**src/rtl/event_enc_pkg.sv**
```systemverilog
// event_enc_pkg: shared widths, types and helpers for the event encoder.
// Exports NUM_LINES, CODE_W, line_vec_t, code_t and onehot_of().
package event_enc_pkg;

   localparam int NUM_LINES = 8;
   localparam int CODE_W    = 3;

   typedef logic [NUM_LINES-1:0] line_vec_t;
   typedef logic [CODE_W-1:0]    code_t;

   function automatic line_vec_t onehot_of(code_t c);
      line_vec_t v;
      v    = '0;
      v[c] = 1'b1;
      return v;
   endfunction

endpackage

```
**src/rtl/prio_enc_8x3.sv**
```systemverilog
// prio_enc_8x3: combinational highest-first search starting at start, with wrap.
// Ports: vec (candidates), start (first index tried), code (winner), any (vec != 0).
module prio_enc_8x3
   import event_enc_pkg::*;
(
   input  line_vec_t vec,
   input  code_t     start,
   output code_t     code,
   output logic      any
);

   code_t idx;

   // Walk downward from start; modulo-8 wrap falls out of the 3-bit subtract.
   always_comb begin
      code = '0;
      any  = 1'b0;
      idx  = '0;
      for (int i = 0; i < NUM_LINES; i++) begin
         idx = start - code_t'(i);
         if (!any && vec[idx]) begin
            any  = 1'b1;
            code = idx;
         end
      end
   end

endmodule

```
**src/rtl/event_encoder_8x3.sv**
```systemverilog
// event_encoder_8x3: captures req events into pending, emits 3-bit codes over valid/ready.
// Ports: clk, rst_n (async, low), req[7:0], code[2:0], valid, ready, pending[7:0], overflow.
// Build option: EVENT_ENC_ROUND_ROBIN_EN selects round-robin instead of fixed priority.
module event_encoder_8x3
   import event_enc_pkg::*;
#(
   parameter bit EDGE_DETECT = 1'b1
) (
   input  logic       clk,
   input  logic       rst_n,
   input  logic [7:0] req,
   output logic [2:0] code,
   output logic       valid,
   input  logic       ready,
   output logic [7:0] pending,
   output logic       overflow
);

   line_vec_t rise;
   line_vec_t clr;
   code_t     start;
   code_t     sel;
   logic      sel_any;
   logic      load;
   logic      ovf_next;

   generate
      if (EDGE_DETECT) begin : g_edge
         line_vec_t req_q;

         always_ff @(posedge clk or negedge rst_n) begin
            if (!rst_n) req_q <= '0;
            else        req_q <= req;
         end

         assign rise = req & ~req_q;
      end else begin : g_level
         assign rise = req;
      end
   endgenerate

`ifdef EVENT_ENC_ROUND_ROBIN_EN
   code_t rr_ptr;

   // Resume just below the last emitted line so every line gets a turn.
   assign start = rr_ptr - 3'd1;

   always_ff @(posedge clk or negedge rst_n) begin
      if (!rst_n)              rr_ptr <= '0;
      else if (load && sel_any) rr_ptr <= sel;
   end
`else
   assign start = 3'd7;
`endif

   prio_enc_8x3 u_prio (
      .vec   (pending),
      .start (start),
      .code  (sel),
      .any   (sel_any)
   );

   assign load = !valid || ready;

   always_comb begin
      clr = '0;
      if (load && sel_any) clr = onehot_of(sel);
   end

   // A new rise on a bit that stays pending merges into it and is lost.
   always_comb begin
      ovf_next = 1'b0;
      if (EDGE_DETECT) ovf_next = |(rise & pending & ~clr);
   end

   always_ff @(posedge clk or negedge rst_n) begin
      if (!rst_n) begin
         code     <= '0;
         valid    <= 1'b0;
         pending  <= '0;
         overflow <= 1'b0;
      end else begin
         pending  <= (pending & ~clr) | rise;
         overflow <= ovf_next;
         if (load) begin
            valid <= sel_any;
            if (sel_any) code <= sel;
         end
      end
   end

endmodule

```
**config.mk**
```make
export PLATFORM = sky130hd
export DESIGN_NAME = event_encoder_8x3
export DESIGN_NICKNAME = d
export VERILOG_FILES = /design/src/rtl/event_enc_pkg.sv /design/src/rtl/prio_enc_8x3.sv /design/src/rtl/event_encoder_8x3.sv
export SDC_FILE = /design/constraint.sdc
export NUM_CORES = 1
export LEC_CHECK = 0
export CAP_MARGIN = 20
export CORE_MARGIN = 1.5
export CORE_UTILIZATION = 51
export CTS_CLUSTER_SIZE = 28
export DETAILED_ROUTE_END_ITERATION = 6
export PLACE_DENSITY = 0.93
export SETUP_SLACK_MARGIN = 0.15
export SKIP_CTS_REPAIR_TIMING = 1
export SYNTH_ARGS = -nofsm -noshare
export SYNTH_HDL_FRONTEND = slang
export SYNTH_SLANG_ARGS = --single-unit
```
**constraint.sdc**
```tcl
create_clock -name clk -period 2.9 [get_ports clk]
set_input_delay 0.725 -clock clk [delete_from_list [all_inputs] [get_ports clk]]
set_output_delay 0.725 -clock clk [all_outputs]
set_load 0.02 [all_outputs]
```
==> results of run 1 <==
-- how the worst min path moves through the flow --
stage / start / to / slack (ns) / depth (start not counted)
finish: g_edge.req_q[4] / pending[4] / 0.48 / 1
global route: g_edge.req_q[7] / pending[7] / 0.51 / 1
CTS: g_edge.req_q[4] / pending[4] / 0.48 / 1
detailed placement: g_edge.req_q[4] / pending[4] / 0.47 / 1
global placement: g_edge.req_q[5] / pending[5] / 0.45 / 1
floorplan: rst_n / code[0] / 0.43 / 0
-- routing by layer --
metal / part of all wire / global-route usage
met5: 0 / 0
met4: 0.024 / 0.1278
met3: 0.047 / 0.01176
met2: 0.47 / 0.3722
met1: 0.46 / 0.2642
-- final cells by class --
cell class	count	area, um^2
Clock buffer	4	26.28
Sequential cell	21	525.5
Timing Repair Buffer	24	237.7
Multi-Input combinational cell	55	400.4
Tap cell	25	31.28
Inverter	9	33.78
Fill cell	146	509.2
-- cells in the final DEF, fill, tap and decap left out, drive strengths merged, types with 2 or more instances in the layout --
cell / n
dfrtp: 21
clkbuf: 4
clkdlybuf4s50: 23
nand2: 6
o21ai: 10
o2111ai: 2
inv: 9
nor3: 2
o31a: 2
nor2: 4
nand2b: 3
and2b: 2
a22o: 2
-- logic make-up after synthesis --
kind of cell	count (synthesis)	synth area share
simple gates	27	0.1869
compound gates	28	0.2255
buf+inv	11	0.04639
flops	21	0.5412
-- per-stage QoR --
stage	hold slack [ns]	util	std cells	power, mW	cell area, um^2
finish	0.4801	0.7113	138	0.5996	1255
global route	0.5111	0.7113	138	0.6270	1255
CTS	0.4810	0.7113	138	0.5998	1255
detailed placement	0.4657	0.6965	134	0.4653	1229
global placement	0.4456	0.6965	134	0.4601	1229
floorplan	0.4253	-	87	0.4009	970.9
-- sequential cells by signal, summed over array words and instances (netlist names) --
register	cells
pending	8
g_edge.req_q	8
valid	1
overflow	1
code	3
-- report_power, final --
group,switching (mW),leakage [nW],total (mW),internal (mW)
Sequential,0.0233,0.223,0.336,0.313
Clock,0.0844,0.0150,0.138,0.0537
Combinational,0.0627,0.287,0.126,0.0630
==> results.yml, run 1 <==
outcome:
  outcome: "finished, final reports clean"
worst_setup_path:
  worstPathRequired_ns: 2.17
  critPathLaunchType: "register"
  r2r_start: "pending[5]"
  setup.worst_path.start: "pending[7]"
  reg2reg_depth: 4
  cp.buffers_inverters: 1
  crit_path_top_delay_cell: "clkdlybuf4s50_1"
  path_delay_family: "buffers and inverters"
  cp.arrival_ns: 1.53
  endpoint: "pending[7]"
  end_kind: "output port"
  r2r_setup_slack_ns: 1.18
  critPathMaxFanout: 10
  cp_cell_sequence: "clkdlybuf4s50_1"
  regToRegEndpoint: "overflow"
  path_class: "reg2out"
  max_stage_delay_ns: 0.67
  cp.depth: 1
yosys:
  yosysTopAreaCellShare: 0.5412
  avgSynthCellArea_um2: 11.16
  ys.flop_type: "dfrtp_1"
  synth_seq_area_share: 0.5412
  yosysMostFrequentCell: "dfrtp_1"
  ys_types: 39
  synth_common_cells: "dfrtp_1 (21), inv_1 (9), o21ai_0 (9), nand2_1 (6), nor2_1 (4)"
  synth.cell_area_um2: 970.9
  synth-seq-cells: 21
  syn-num-nets: 98
  synth.area.top_cells: "dfrtp_1 (54%), o21ai_0 (4.6%), inv_1 (3.5%)"
  postSynthCellCount: 87
  synth_warnings: 0
  async_reset_ff_frac: 1.000
  synth_edf_count: 0
  synth_top_area_cell: "dfrtp_1"
sta:
  setup_violations: 0
  fin_ws_ns: 0.6425
  max_freq_mhz: 443.0
  slew_violations: 0
  tns_ns: 0
  skew_ns: 0.001146
  hold_viol_final: 0
  fin_crit_ns: 2.258
  post-route-period-util: 0.7785
  grt_setup_unrepaired: "no"
  slew_headroom: 0.5755
  tightest_slew_ns: 0.6310
power_and_ir_drop:
  p_leak_nw: 0.5257
  p_per_area_mw_per_mm2: 477.8
  vdd_ir_drop_max_mv: 0.3283
clock_network:
  clockBufferDepth: 2
  clkTransAtPathRegs_ns: 0.11
  cts_tree: "yes"
  clock_latency_ns: 0.30
  h-tree-depth: 1
  cts_root_buffer: "clkbuf_4"
  clock_sinks: 21
  cts_buffers: 3
route:
  num_vias: 829
  remaining_drc_errors: 0
  vias_per_cell: 6.007
  avgRoutedWirePerCell_um: 15.19
  ant_nets: 0
  wl_um: 2096
  drt_iter0_drc: 33
  firstDrtPassIters: 5
floorplanning:
  coreArea_mm2: 0.001764
  num_rows: 15
  initial_utilization: 0.5504
  ioPinCount: 24
  die_h_um: 46.63
  dieArea_mm2: 0.002174
  chipWidth_um: 46.63
place:
  port_buffers: 23
  dpl.hpwl_um: 1545
  routabilityCongestion: 0.8593
  post-place-ws_ns: 0.5892
grt:
  grt_max_degree: 22
  grt_pass1_wl_um: 3222
  antenna_found_initial: 0
  grt_pass1_vias: 760
  globalRouteOverflowTotal: 0
  grt_usage: 0.2162
finish:
  num_antenna_cells: 0
  nets: 125
  drive_gt1_frac: 0.08850
  area_delta_synth_final_pct: 29.25
min_path:
  min_path_type: "reg2reg"
job:
  maxCapViolCount: 0
No activity file was read; power rests on OpenSTA's default activity.
==> run 2, diff against run 1 <==
--- a/config.mk
+++ b/config.mk
@@ -6,11 +6,12 @@
 export NUM_CORES = 1
 export LEC_CHECK = 0
 export CAP_MARGIN = 20
+export CORE_ASPECT_RATIO = 1.5
 export CORE_MARGIN = 1.5
-export CORE_UTILIZATION = 51
+export CORE_UTILIZATION = 43
 export CTS_CLUSTER_SIZE = 28
 export DETAILED_ROUTE_END_ITERATION = 6
-export PLACE_DENSITY = 0.93
+export PLACE_DENSITY = 0.85
 export SETUP_SLACK_MARGIN = 0.15
 export SKIP_CTS_REPAIR_TIMING = 1
 export SYNTH_ARGS = -nofsm -noshare
==> constraint.sdc (replaced) <==
create_clock -name clk -period 2 [get_ports clk]
set_input_delay 0.5 -clock clk [delete_from_list [all_inputs] [get_ports clk]]
set_output_delay 0.5 -clock clk [all_outputs]
set_load 0.02 [all_outputs]
==> run 2 against run 1 <==
  * Global-route usage fell by 3.4 points
  * Clock skew rose by 0.010 ns
  * Final cell count did not move
  * Hold slack got worse by 0.014 ns
  * Sequential cell count did not move
  * Register-to-register slack got worse by 0.89 ns
  * Count of clock-buffer cells in the layout did not move
  * Non-clock buffer count rose by 3
  * Final area rose by 4.0%
  * Routed wire length rose by 0.48%
==> results.yml, run 2 (synthesized netlist as in run 1, its figures left out) <==
route:
  remaining_drc_errors: 0
  vias_per_cell: 5.964
  avgRoutedWirePerCell_um: 15.26
  wl_um: 2106
  drt_iter0_drc: 18
  ant_nets: 0
  num_vias: 823
  firstDrtPassIters: 4
clock_network:
  cts_tree: "yes"
  clkTransAtPathRegs_ns: 0.10
  cts_buffers: 3
  clock_sinks: 21
  cts_root_buffer: "clkbuf_4"
  clock_latency_ns: 0.30
  clockBufferDepth: 2
  h-tree-depth: 1
place:
  place_area_mm2: 0.001247
  post-place-ws_ns: -0.01337
  placedCellCount: 134
  routabilityCongestion: 0.8826
  port_buffers: 23
  dpl.hpwl_um: 1555
worst_setup_path:
  r2r_start: "pending[5]"
  r2r_setup_slack_ns: 0.29
  worstPathRequired_ns: 1.50
  regToRegEndpoint: "pending[0]"
  path_delay_family: "buffers and inverters"
  crit_path_top_delay_cell: "clkdlybuf4s50_1"
  cp.buffers_inverters: 1
  max_stage_delay_ns: 0.63
  critPathMaxFanout: 9
  critPathLaunchType: "register"
  cp.arrival_ns: 1.40
  end_kind: "output port"
  reg2reg_depth: 4
  cp_cell_sequence: "clkdlybuf4s50_1"
  path_class: "reg2out"
grt:
  globalRouteOverflowTotal: 0
  grt_max_degree: 22
  grt_pass1_vias: 805
  grt_pass1_wl_um: 3581
  grt_usage: 0.1822
  antenna_found_initial: 0
job:
  maxCapViolCount: 0
sta:
  fin_ws_ns: 0.1029
  slew_headroom: 0.6313
  grt_setup_unrepaired: "yes"
  max_freq_mhz: 527.1
  tightest_slew_ns: 0.5472
  tns_ns: 0
  hold_viol_final: 0
  fin_crit_ns: 1.897
  setup_violations: 0
  slew_violations: 0
  post-route-period-util: 0.9485
  skew_ns: 0.01152
floorplanning:
  dieArea_mm2: 0.002558
  ioPinCount: 24
  coreArea_mm2: 0.002077
  num_rows: 20
  die_h_um: 61.20
  initial_utilization: 0.4675
  chipWidth_um: 41.80
finish:
  reg_top3: "g_edge.req_q x8, pending x8, code x3"
  drive_gt1_frac: 0.1552
  layout_common_cells: "dfrtp_1 (17), clkdlybuf4s50_1 (15), inv_1 (9), o21ai_0 (9), dlymetal6s2s_1 (8)"
  area_delta_synth_final_pct: 34.41
  num_antenna_cells: 0
  finalNonFillerCells: 138
  fillers: 162
  fin_util: 0.6283
  nets: 128
  final_common_cell: "dfrtp_1"
  fin_area_mm2: 0.001305
power_and_ir_drop:
  swShare: 0.2817
  p_per_area_mw_per_mm2: 668.1
  vdd_ir_drop_max_mv: 0.4216
  p_leak_nw: 0.5642
  p_comb_frac: 0.215
  p_sw_mw: 0.2456
  internal_power_mw: 0.6262
  clockPowerShare: 0.229
  power.share.sequential: 0.556
outcome:
  outcome: "finished, final reports clean"
min_path:
  min_path_type: "reg2reg"
  holdCritStartpoint: "g_edge.req_q[4]"
  hold_path_end: "pending[4]"
  hold_path_depth: 1
## run 2: worst max path at each step
stage | startpoint | to | slack [ns] | depth (start not counted)
2_1_floorplan | pending[7] | overflow | 0.33 | 5
3_3_place_gp | ready | overflow | 0.06 | 5
3_5_place_dp | ready | overflow | -0.01 | 5
4_1_cts | pending[3] | pending[3] | 0.0009 | 1
5_1_grt | pending[3] | pending[3] | 0.04 | 1
6_report | pending[3] | pending[3] | 0.10 | 1
## run 2: through the flow
step,hold WS (ns),power [mW]
global placement,0.4421,0.6753
floorplan,0.2044,0.5813
finish,0.4658,0.8718
global route,0.5031,0.9206
detailed placement,0.4528,0.6796
CTS,0.4723,0.8778
## run 2: cell type report
type / count / area, um^2 / share of cell area
clock buffer: 4 / 26.28 / 0.02013
multi-input combinational: 55 / 406.6 / 0.3116
inverter: 9 / 33.78 / 0.02589
sequential: 21 / 530.5 / 0.4065
timing repair buffer: 27 / 280.3 / 0.2148
tap: 22 / 27.53 / 0.02109
## run 2: power groups by stage
stage	Clock (mW)	Combinational, mW	Sequential [mW]
after global placement	0	0.186	0.490
after CTS	0.205	0.190	0.483
after floorplan	0	0.0707	0.511
after global routing	0.227	0.203	0.490
after detailed placement	0	0.189	0.490
final	0.199	0.188	0.485
## run 2: metal layers
layer  vias to the layer above  GRT usage  wire, um
li1                        382          -         -
met2                        33     0.3147      1080
met4                         0    0.07834        29
met1                       404     0.2257       873
met3                         4    0.03226       122
met5                         -          0         0
## run 2: worst register-to-register path: cells and delay by family, from the launching register on
family | cells | cell delay (ns)
flops | 1 | 0.47
simple gates | 3 | 0.91
compound gates | 1 | 0.21
==> run 3, diff against run 2 <==
--- a/config.mk
+++ b/config.mk
@@ -14,6 +14,7 @@
 export PLACE_DENSITY = 0.85
 export SETUP_SLACK_MARGIN = 0.15
 export SKIP_CTS_REPAIR_TIMING = 1
+export SLEW_MARGIN = 30
 export SYNTH_ARGS = -nofsm -noshare
 export SYNTH_HDL_FRONTEND = slang
 export SYNTH_SLANG_ARGS = --single-unit
==> results of run 3 <==
No change in the layout: final DEF, timing and power equal those of run 2.
